## src/rtl/partition_tt_sweeper_pkg.sv

```systemverilog
// partition_tt_pkg: shared types and constants for the truth-table sweeper.
//   tt_state_t   : sweeper FSM state encoding
//   TT_SIG_W     : width of the running signature
//   TT_MAX_W     : upper bound for N_IN and N_OUT
//   tt_sig_next  : one rotate-left-by-one / XOR signature step
package partition_tt_pkg;

   localparam int TT_SIG_W = 16;
   localparam int TT_MAX_W = 16;

   typedef enum logic [1:0] {
      IDLE = 2'd0,
      WAIT = 2'd1,
      EMIT = 2'd2,
      DONE = 2'd3
   } tt_state_t;

   function automatic logic [TT_SIG_W-1:0] tt_sig_next(
      input logic [TT_SIG_W-1:0] sig_cur,
      input logic [TT_SIG_W-1:0] data
   );
      return {sig_cur[TT_SIG_W-2:0], sig_cur[TT_SIG_W-1]} ^ data;
   endfunction

endpackage

```

## src/rtl/partition_tt_sweeper_signature.sv

```systemverilog
// tt_signature: rotate-XOR accumulator over the emitted rows.
// Ports:
//   clk  in        rising-edge clock
//   rst  in        synchronous active-high reset
//   clr  in        clear the signature (a new sweep starts)
//   en   in        fold data into the signature (a row handshake)
//   data in DATA_W row data, zero-extended to TT_SIG_W
//   sig  out 16    running signature
module tt_signature
   import partition_tt_pkg::*;
#(
   parameter int DATA_W = 4
) (
   input  logic                clk,
   input  logic                rst,
   input  logic                clr,
   input  logic                en,
   input  logic [DATA_W-1:0]   data,
   output logic [TT_SIG_W-1:0] sig
);

   always_ff @(posedge clk) begin
      if (rst) begin
         sig <= '0;
      end else if (clr) begin
         sig <= '0;
      end else if (en) begin
         sig <= tt_sig_next(sig, TT_SIG_W'(data));
      end
   end

endmodule

```

## src/rtl/partition_tt_sweeper.sv

```systemverilog
// partition_tt_sweeper: exhaustive truth-table sweeper for a combinational
// partition. Drives every pattern 0 .. 2^N_IN-1 on pi, waits SETTLE cycles,
// captures po and streams (index, data) rows over a valid/ready handshake.
// Optional feature macro: PARTITION_TT_SIG_EN adds the 16-bit running
// signature output sig.
// Ports:
//   clk       in         rising-edge clock
//   rst       in         synchronous active-high reset
//   start     in         begin a sweep (only looked at in IDLE)
//   busy      out        high in WAIT and EMIT
//   done      out        one-cycle pulse after the last row handshake
//   pi        out N_IN   pattern driven to the partition
//   po        in  N_OUT  partition response
//   row_valid out        row available
//   row_ready in         consumer accepts the row
//   row_index out N_IN   pattern that produced row_data
//   row_data  out N_OUT  captured po
//   sig       out 16     running signature (PARTITION_TT_SIG_EN only)
//
// state | meaning
// IDLE  | waiting for start; pi keeps its last value
// WAIT  | pi held, settle down-counter running; capture po at terminal count
// EMIT  | row_valid high, row held until row_ready
// DONE  | done pulse, back to IDLE next cycle
module partition_tt_sweeper
   import partition_tt_pkg::*;
#(
   parameter int N_IN   = 7,
   parameter int N_OUT  = 4,
   parameter int SETTLE = 1
) (
   input  logic             clk,
   input  logic             rst,
   input  logic             start,
   output logic             busy,
   output logic             done,
   output logic [N_IN-1:0]  pi,
   input  logic [N_OUT-1:0] po,
   output logic             row_valid,
   input  logic             row_ready,
   output logic [N_IN-1:0]  row_index,
   output logic [N_OUT-1:0] row_data
`ifdef PARTITION_TT_SIG_EN
   ,
   output logic [TT_SIG_W-1:0] sig
`endif
);

   // Counter only has to hold SETTLE-1.
   localparam int CNT_W = (SETTLE > 1) ? $clog2(SETTLE) : 1;
   localparam logic [CNT_W-1:0] CNT_LOAD = CNT_W'(SETTLE - 1);
   localparam logic [N_IN-1:0]  PI_LAST  = '1;

   tt_state_t        state;
   logic [CNT_W-1:0] cnt;

   always_ff @(posedge clk) begin
      if (rst) begin
         state     <= IDLE;
         cnt       <= '0;
         pi        <= '0;
         busy      <= 1'b0;
         done      <= 1'b0;
         row_valid <= 1'b0;
         row_index <= '0;
         row_data  <= '0;
      end else begin
         done <= 1'b0;
         case (state)
            IDLE: begin
               if (start) begin
                  pi    <= '0;
                  cnt   <= CNT_LOAD;
                  busy  <= 1'b1;
                  state <= WAIT;
               end
            end
            WAIT: begin
               if (cnt == '0) begin
                  row_data  <= po;
                  row_index <= pi;
                  row_valid <= 1'b1;
                  state     <= EMIT;
               end else begin
                  cnt <= cnt - CNT_W'(1);
               end
            end
            EMIT: begin
               // row_valid is always high here, so row_ready alone completes the handshake.
               if (row_ready) begin
                  row_valid <= 1'b0;
                  if (pi == PI_LAST) begin
                     busy  <= 1'b0;
                     done  <= 1'b1;
                     state <= DONE;
                  end else begin
                     pi    <= pi + N_IN'(1);
                     cnt   <= CNT_LOAD;
                     state <= WAIT;
                  end
               end
            end
            DONE: begin
               state <= IDLE;
            end
            default: begin
               state <= IDLE;
            end
         endcase
      end
   end

`ifdef PARTITION_TT_SIG_EN
   logic sig_clr;
   logic sig_en;

   assign sig_clr = (state == IDLE) && start;
   assign sig_en  = (state == EMIT) && row_ready;

   tt_signature #(
      .DATA_W (N_OUT)
   ) u_signature (
      .clk  (clk),
      .rst  (rst),
      .clr  (sig_clr),
      .en   (sig_en),
      .data (row_data),
      .sig  (sig)
   );
`endif

endmodule

```

## config.mk

```make
export PLATFORM = sky130hd
export DESIGN_NAME = partition_tt_sweeper
export DESIGN_NICKNAME = d
export VERILOG_FILES = /design/src/rtl/partition_tt_sweeper_pkg.sv /design/src/rtl/partition_tt_sweeper_signature.sv /design/src/rtl/partition_tt_sweeper.sv
export SDC_FILE = /design/constraint.sdc
export NUM_CORES = 1
export LEC_CHECK = 0
export ABC_CLOCK_PERIOD_IN_PS = 1800
export BUFFER_PORTS_ARGS = -buffer_cell sky130_fd_sc_hd__buf_2
export CAP_MARGIN = 0
export CORE_UTILIZATION = 42
export DETAILED_ROUTE_END_ITERATION = 10
export PLACE_DENSITY_LB_ADDON = 0.3
export SETUP_SLACK_MARGIN = 0.05
export SYNTH_ARGS = -nofsm -noshare
export SYNTH_HDL_FRONTEND = slang
export SYNTH_SLANG_ARGS = --single-unit
export TNS_END_PERCENT = 100
```

## constraint.sdc

```tcl
create_clock -name clk -period 1.8 [get_ports clk]
set_clock_uncertainty 0.1 [all_clocks]
set_input_delay 0.36 -clock clk [delete_from_list [all_inputs] [get_ports clk]]
set_output_delay 0.36 -clock clk [all_outputs]
set_load 0.01 [all_outputs]
```

==> results of run 1 <==
==> critical path: stages (launching register included) <==
cell and delay, ns:
dfxtp_2 0.37, ha_4 0.17, and4_4 0.20, and4_4 0.19, or4_4 0.48, a21oi_2 0.14
==> what timing repair did <==
action | 4_1_cts | 5_1_grt
pin swaps | 0 | 2
setup buffers | 0 | 2
endpoints found under the hold margin | 0 | 0
setup endpoints to repair | 1 | 6
resized for setup | 2 | 4
==> registers in the layout (all words and copies together), names as in the netlist <==
| register | flops |
|---|---|
| busy | 1 |
| row_valid | 1 |
| row_data | 4 |
| row_index | 7 |
| state | 2 |
| done | 1 |
| pi | 7 |
==> final timing paths <==
check | endpoint | cells after the start | slack (ns)
worst max-delay path | pi[0]$_SDFFE_PP0P_ | 5 | 0.09
worst min-delay path | pi[6]$_SDFFE_PP0P_ | 2 | 0.14
worst max register to register | pi[0]$_SDFFE_PP0P_ | 5 | 0.09
worst min register to register | row_data[2]$_SDFFE_PP0P_ | 2 | 0.36
==> routing by layer <==
| layer | wire, um | track usage, % | vias to the layer above |
|---|---|---|---|
| met5 | 0 | 0 | - |
| met4 | 37 | 9.31 | 0 |
| met3 | 149 | 2.80 | 8 |
| met2 | 1060 | 31.3 | 46 |
| met1 | 966 | 23.3 | 435 |
| li1 | - | - | 468 |
==> report_power, final <==
part,leakage [nW],internal [W],switching [W]
clock network,0.0139,0.0000846,0.000160
logic,0.314,0.0000351,0.0000566
registers,0.187,0.000522,0.0000107
==> area by class of cell <==
cell class	instances	area, sq um	area share (%)
Tap cell	27	33.8	2.80
Inverter	1	3.75	0.312
Multi-Input combinational cell	84	475	39.5
Clock buffer	3	22.5	1.87
Sequential cell	23	462	38.3
Clock inverter	1	7.51	0.623
Timing Repair Buffer	36	200	16.6
==> through the flow <==
stage	setup slack, ns	power (W)	hold WS [ns]
after CTS	0.0557	0.000874	0.130
final	0.0898	0.000869	0.139
after floorplan	0.0710	0.000599	0.339
after global placement	0.113	0.000629	0.338
after global routing	0.0298	0.000907	0.143
after detailed placement	0.0365	0.000631	0.344
==> kinds of logic after synthesis <==
family	after synthesis
muxes	1
buffers and inverters	7
and+or+nand+nor	50
AOI/OAI and AO/OA	32
adders and majority gates	1
DFF	23
==> cells in the final DEF, fill, tap and decap left out, types with 2 or more instances in the layout <==
cell type / count
nand2_1: 24
o21ai_1: 3
a211oi_1: 2
buf_4: 8
dfxtp_1: 22
nor3_1: 2
a41oi_1: 2
buf_2: 28
clkbuf_4: 3
o31ai_1: 3
and4_4: 2
a21oi_1: 19
nand4_1: 4
or2b_1: 2
nor2_1: 7
nor2b_1: 2
==> flow_summary.yaml, run 1 <==
route:
  routed_wl_um: 2210
  firstDrtPassIters: 4
  vias: 957
  wl_per_cell_um: 12.6
  postRouteAntennaNets: 0
  drt_iter0_drc: 28
  vias_per_cell: 5.47
  drc: 0
sta:
  min_period_ns: 1.71
  hold_viol: 0
  fmaxAchievable_ghz: 0.585
  tightest_slew_ns: 0.409
  drv_slew: 0
  rsz0062_at_grt: "no"
  tns_ns: 0
  fin_crit_sh_pct: 95.0
  relSlewSlack_pct: 72.7
  setup_viol: 0
power:
  p_leak_nw: 0.515
  power.density_nw_per_um2: 721
  vdd_drop_max_v: 0.000431
yosys:
  synth_cell_types: 27
  yosysTopAreaCell: "dfxtp_1"
  synth_top_family_by_area: "simple AND/OR/NAND/NOR gates"
  yosys.area_share.xor_xnor_pct: 0
  synthArstFlopShare_pct: 0
  synthTopCellsByArea: "dfxtp_1 (49%), a21oi_1 (11%), nand2_1 (9.6%)"
  synth_fa_ha_area_share_pct: 1.33
  post-synth-top-count-cell: "nand2_1"
  syn_inst: 114
  ys_warn_count: 0
  ys_seq_elements: 23
  synth_edf_count: 0
  yosys-top-cells-count: "nand2_1 (24), dfxtp_1 (23), a21oi_1 (20)"
  muxShareOfSynthArea_pct: 1.07
  ys_seq_area_share_pct: 49.0
  synth_top_area_share_pct: 49.0
  synthFlopType: "dfxtp_1"
  synthSimpleGateAreaFrac_pct: 26.0
  syn-num-nets: 123
  synth_compound_area_share_pct: 19.6
  syn_area_per_cell_sq_um: 8.24
  syn_area_sq_um: 940
cts:
  clk_path_buf_depth: 2
  cts_root_buf: "clkbuf_4"
  cts_max_level: 1
  ctsHoldBuffers: 0
  clock-sinks: 23
  clk_pin_slew_ns: 0.14
  cts_tree: "yes"
  numCtsBuffers: 3
  clk_latency_ns: 0.31
floorplanning:
  rows: 16
  ios: 29
  start_util_pct: 46.0
  coreArea_sq_um: 2040
  die_h_um: 49.3
  die-width_um: 49.3
  dieArea_sq_um: 2430
critical_path:
  r2r_start: "pi[0]$_SDFFE_PP0P_"
  critPathKind: "reg -> reg"
  critPathArrivalTime_ns: 1.86
  critPathLaunch: "pi[0]$_SDFFE_PP0P_"
  crit_fanout: 4
  worstPathRequired_ns: 1.95
  end_kind: "flop"
  start_kind: "flop"
layout:
  stdcell_count: 175
  antennaDiodeCount: 0
  fill_cells: 205
  final_core_util_pct: 59.0
  fin_area_sq_um: 1200
  drive_gt1_share_pct: 31.8
  final_nets: 158
  area_delta_synth_final_pct: 28.2
outcome:
  status: "completed"
global_route:
  antenna_found_initial: 0
  track_usage_pct: 18.8
  grt_pass1_vias: 822
  grt_pass1_wl_um: 3550
  grt_max_degree: 24
  gr-total-overflow: 0
placement:
  gp_congestion: 0.948
  port-buffer-count: 28
  placedCellCount: 169
  placed_cell_area_sq_um: 1140
  dp_hpwl_um: 1550
run:
  max-cap-violations: 0
min_path:
  min_from: "start"
  hold_path.class: "in -> reg"
(Power assumes the default switching activity.)
==> inputs of run 2 (changes only) <==
Settings changed: BUFFER_PORTS_ARGS -buffer_cell sky130_fd_sc_hd__buf_2 to default, DONT_BUFFER_PORTS from default to 1.
==> flow_summary.yaml, run 2 (same netlist as run 1, synthesis figures left out) <==
outcome:
  status: "finished, violations left"
  violations: "negative hold slack"
sta:
  hold_viol: 5
  drv_slew: 0
  tns_ns: 0
  rsz0062_at_grt: "no"
  fin_crit_sh_pct: 92.5
  tightest_slew_ns: 0.393
  whs_ns: -0.00475
  relSlewSlack_pct: 73.8
  setup_slack_ns: 0.136
  setup_viol: 0
  fmaxAchievable_ghz: 0.601
  min_period_ns: 1.66
cts:
  clk_latency_ns: 0.31
  cts_setup_buffers: 0
  clk_path_buf_depth: 2
  cts_tree: "yes"
  numCtsBuffers: 3
  clk_pin_slew_ns: 0.12
  clock-sinks: 23
  ctsHoldBuffers: 1
  cts_root_buf: "clkbuf_4"
  cts_max_level: 1
layout:
  final_cell_mix: "nand2_1 (24), dfxtp_1 (21), a21oi_1 (19)"
  final_nets: 131
  final_common_cell: "nand2_1"
  drive_gt1_share_pct: 14.9
  area_delta_synth_final_pct: 13.8
  antennaDiodeCount: 0
  reg_top3: "pi (7), row_index (7), row_data (4)"
  final_core_util_pct: 52.4
critical_path:
  critPathArrivalTime_ns: 1.81
  start_kind: "flop"
  reg2regPathDepth: 5
  worstPathRequired_ns: 1.94
  critPathKind: "reg -> reg"
  end_kind: "flop"
  crit_fanout: 5
power:
  vdd_drop_max_v: 0.000345
  power.density_nw_per_um2: 785
  p_leak_nw: 0.379
route:
  vias_per_cell: 5.70
  wl_per_cell_um: 14.9
  firstDrtPassIters: 4
  drt_iter0_drc: 19
  routed_wl_um: 2200
  drc: 0
  postRouteAntennaNets: 0
  vias: 843
floorplanning:
  ios: 29
  die_h_um: 49.3
  die-width_um: 49.3
  dieArea_sq_um: 2430
  start_util_pct: 46.0
  coreArea_sq_um: 2040
  rows: 16
global_route:
  antenna_found_initial: 0
  gr-total-overflow: 0
  grt_pass1_vias: 805
  grt_pass1_wl_um: 3730
  track_usage_pct: 19.8
  grt_max_degree: 24
placement:
  dp_hpwl_um: 1550
  place_ws_ns: 0.0309
  port-buffer-count: 0
  gp_congestion: 0.913
run:
  max-cap-violations: 0
min_path:
  hold_path.class: "in -> reg"
  hold_depth: 1
## run 2: cell count changes in the layout (fill, tap and decap cells not counted)
cell | before | now
clkbuf_1 | 0 | 1
dfxtp_2 | 1 | 2
nor2b_1 | 2 | 3
buf_2 | 28 | 0
clkinvlp_4 | 1 | 0
dlygate4sd3_1 | 0 | 1
nor2b_2 | 1 | 0
dfxtp_1 | 22 | 21
## run 2: power by group
group / total [W] / switching [W] / internal (W)
Sequential: 0.000537 / 0.0000155 / 0.000522
Combinational: 0.0000649 / 0.0000394 / 0.0000255
Clock: 0.000237 / 0.000151 / 0.0000866
Total: 0.000839 / 0.000206 / 0.000634
## run 2: area by class of cell
cell class / instances / area (sq um)
well taps: 27 / 33.8
repair buffers: 9 / 70.1
flip-flops and latches: 23 / 463
fillers: 195 / 972
clock buffers: 4 / 26.3
inverters: 1 / 3.75
multi-input cells: 84 / 473
## run 2: per-stage QoR
step	power (W)	instances	cell area, sq um
after CTS	0.000852	148	1050
after global routing	0.000881	148	1070
after floorplan	0.000599	114	942
after detailed placement	0.000609	143	1010
after global placement	0.000606	143	1010
final	0.000839	148	1070
## run 2: worst paths after layout
check | start | end | slack, ns
hold / removal | rst | state[1]$_SDFFE_PP0P_ | -0.005
setup reg to reg | pi[0]$_SDFFE_PP0P_ | pi[0]$_SDFFE_PP0P_ | 0.14
hold reg to reg | row_data[0]$_SDFFE_PP0P_ | row_data[0]$_SDFFE_PP0P_ | 0.40
setup / recovery | pi[0]$_SDFFE_PP0P_ | pi[0]$_SDFFE_PP0P_ | 0.14
## run 2: routing by layer
| layer | global-route usage (%) | wire length, um | vias up | part of all wire (%) |
|---|---|---|---|---|
| met4 | 7.35 | 25 | 0 | 1.1 |
| met2 | 33.1 | 1050 | 42 | 47 |
| met5 | 0 | 0 | - | 0 |
| met1 | 24.0 | 950 | 384 | 43 |
| li1 | - | - | 414 | - |
| met3 | 5.30 | 180 | 3 | 8.2 |
## run 2: worst max-delay path, stage by stage (launching register included)
cell and delay [ns]:
dfxtp_2 0.36, ha_4 0.17, and4_4 0.16, and4_4 0.20
or4_4 0.48, a21oi_2 0.14
## run 2: what timing repair did
item,4_1_cts,5_1_grt
setup endpoints to repair,1,1
endpoints found under the hold margin,18,19
pin swaps,0,2
gates resized for setup,2,4
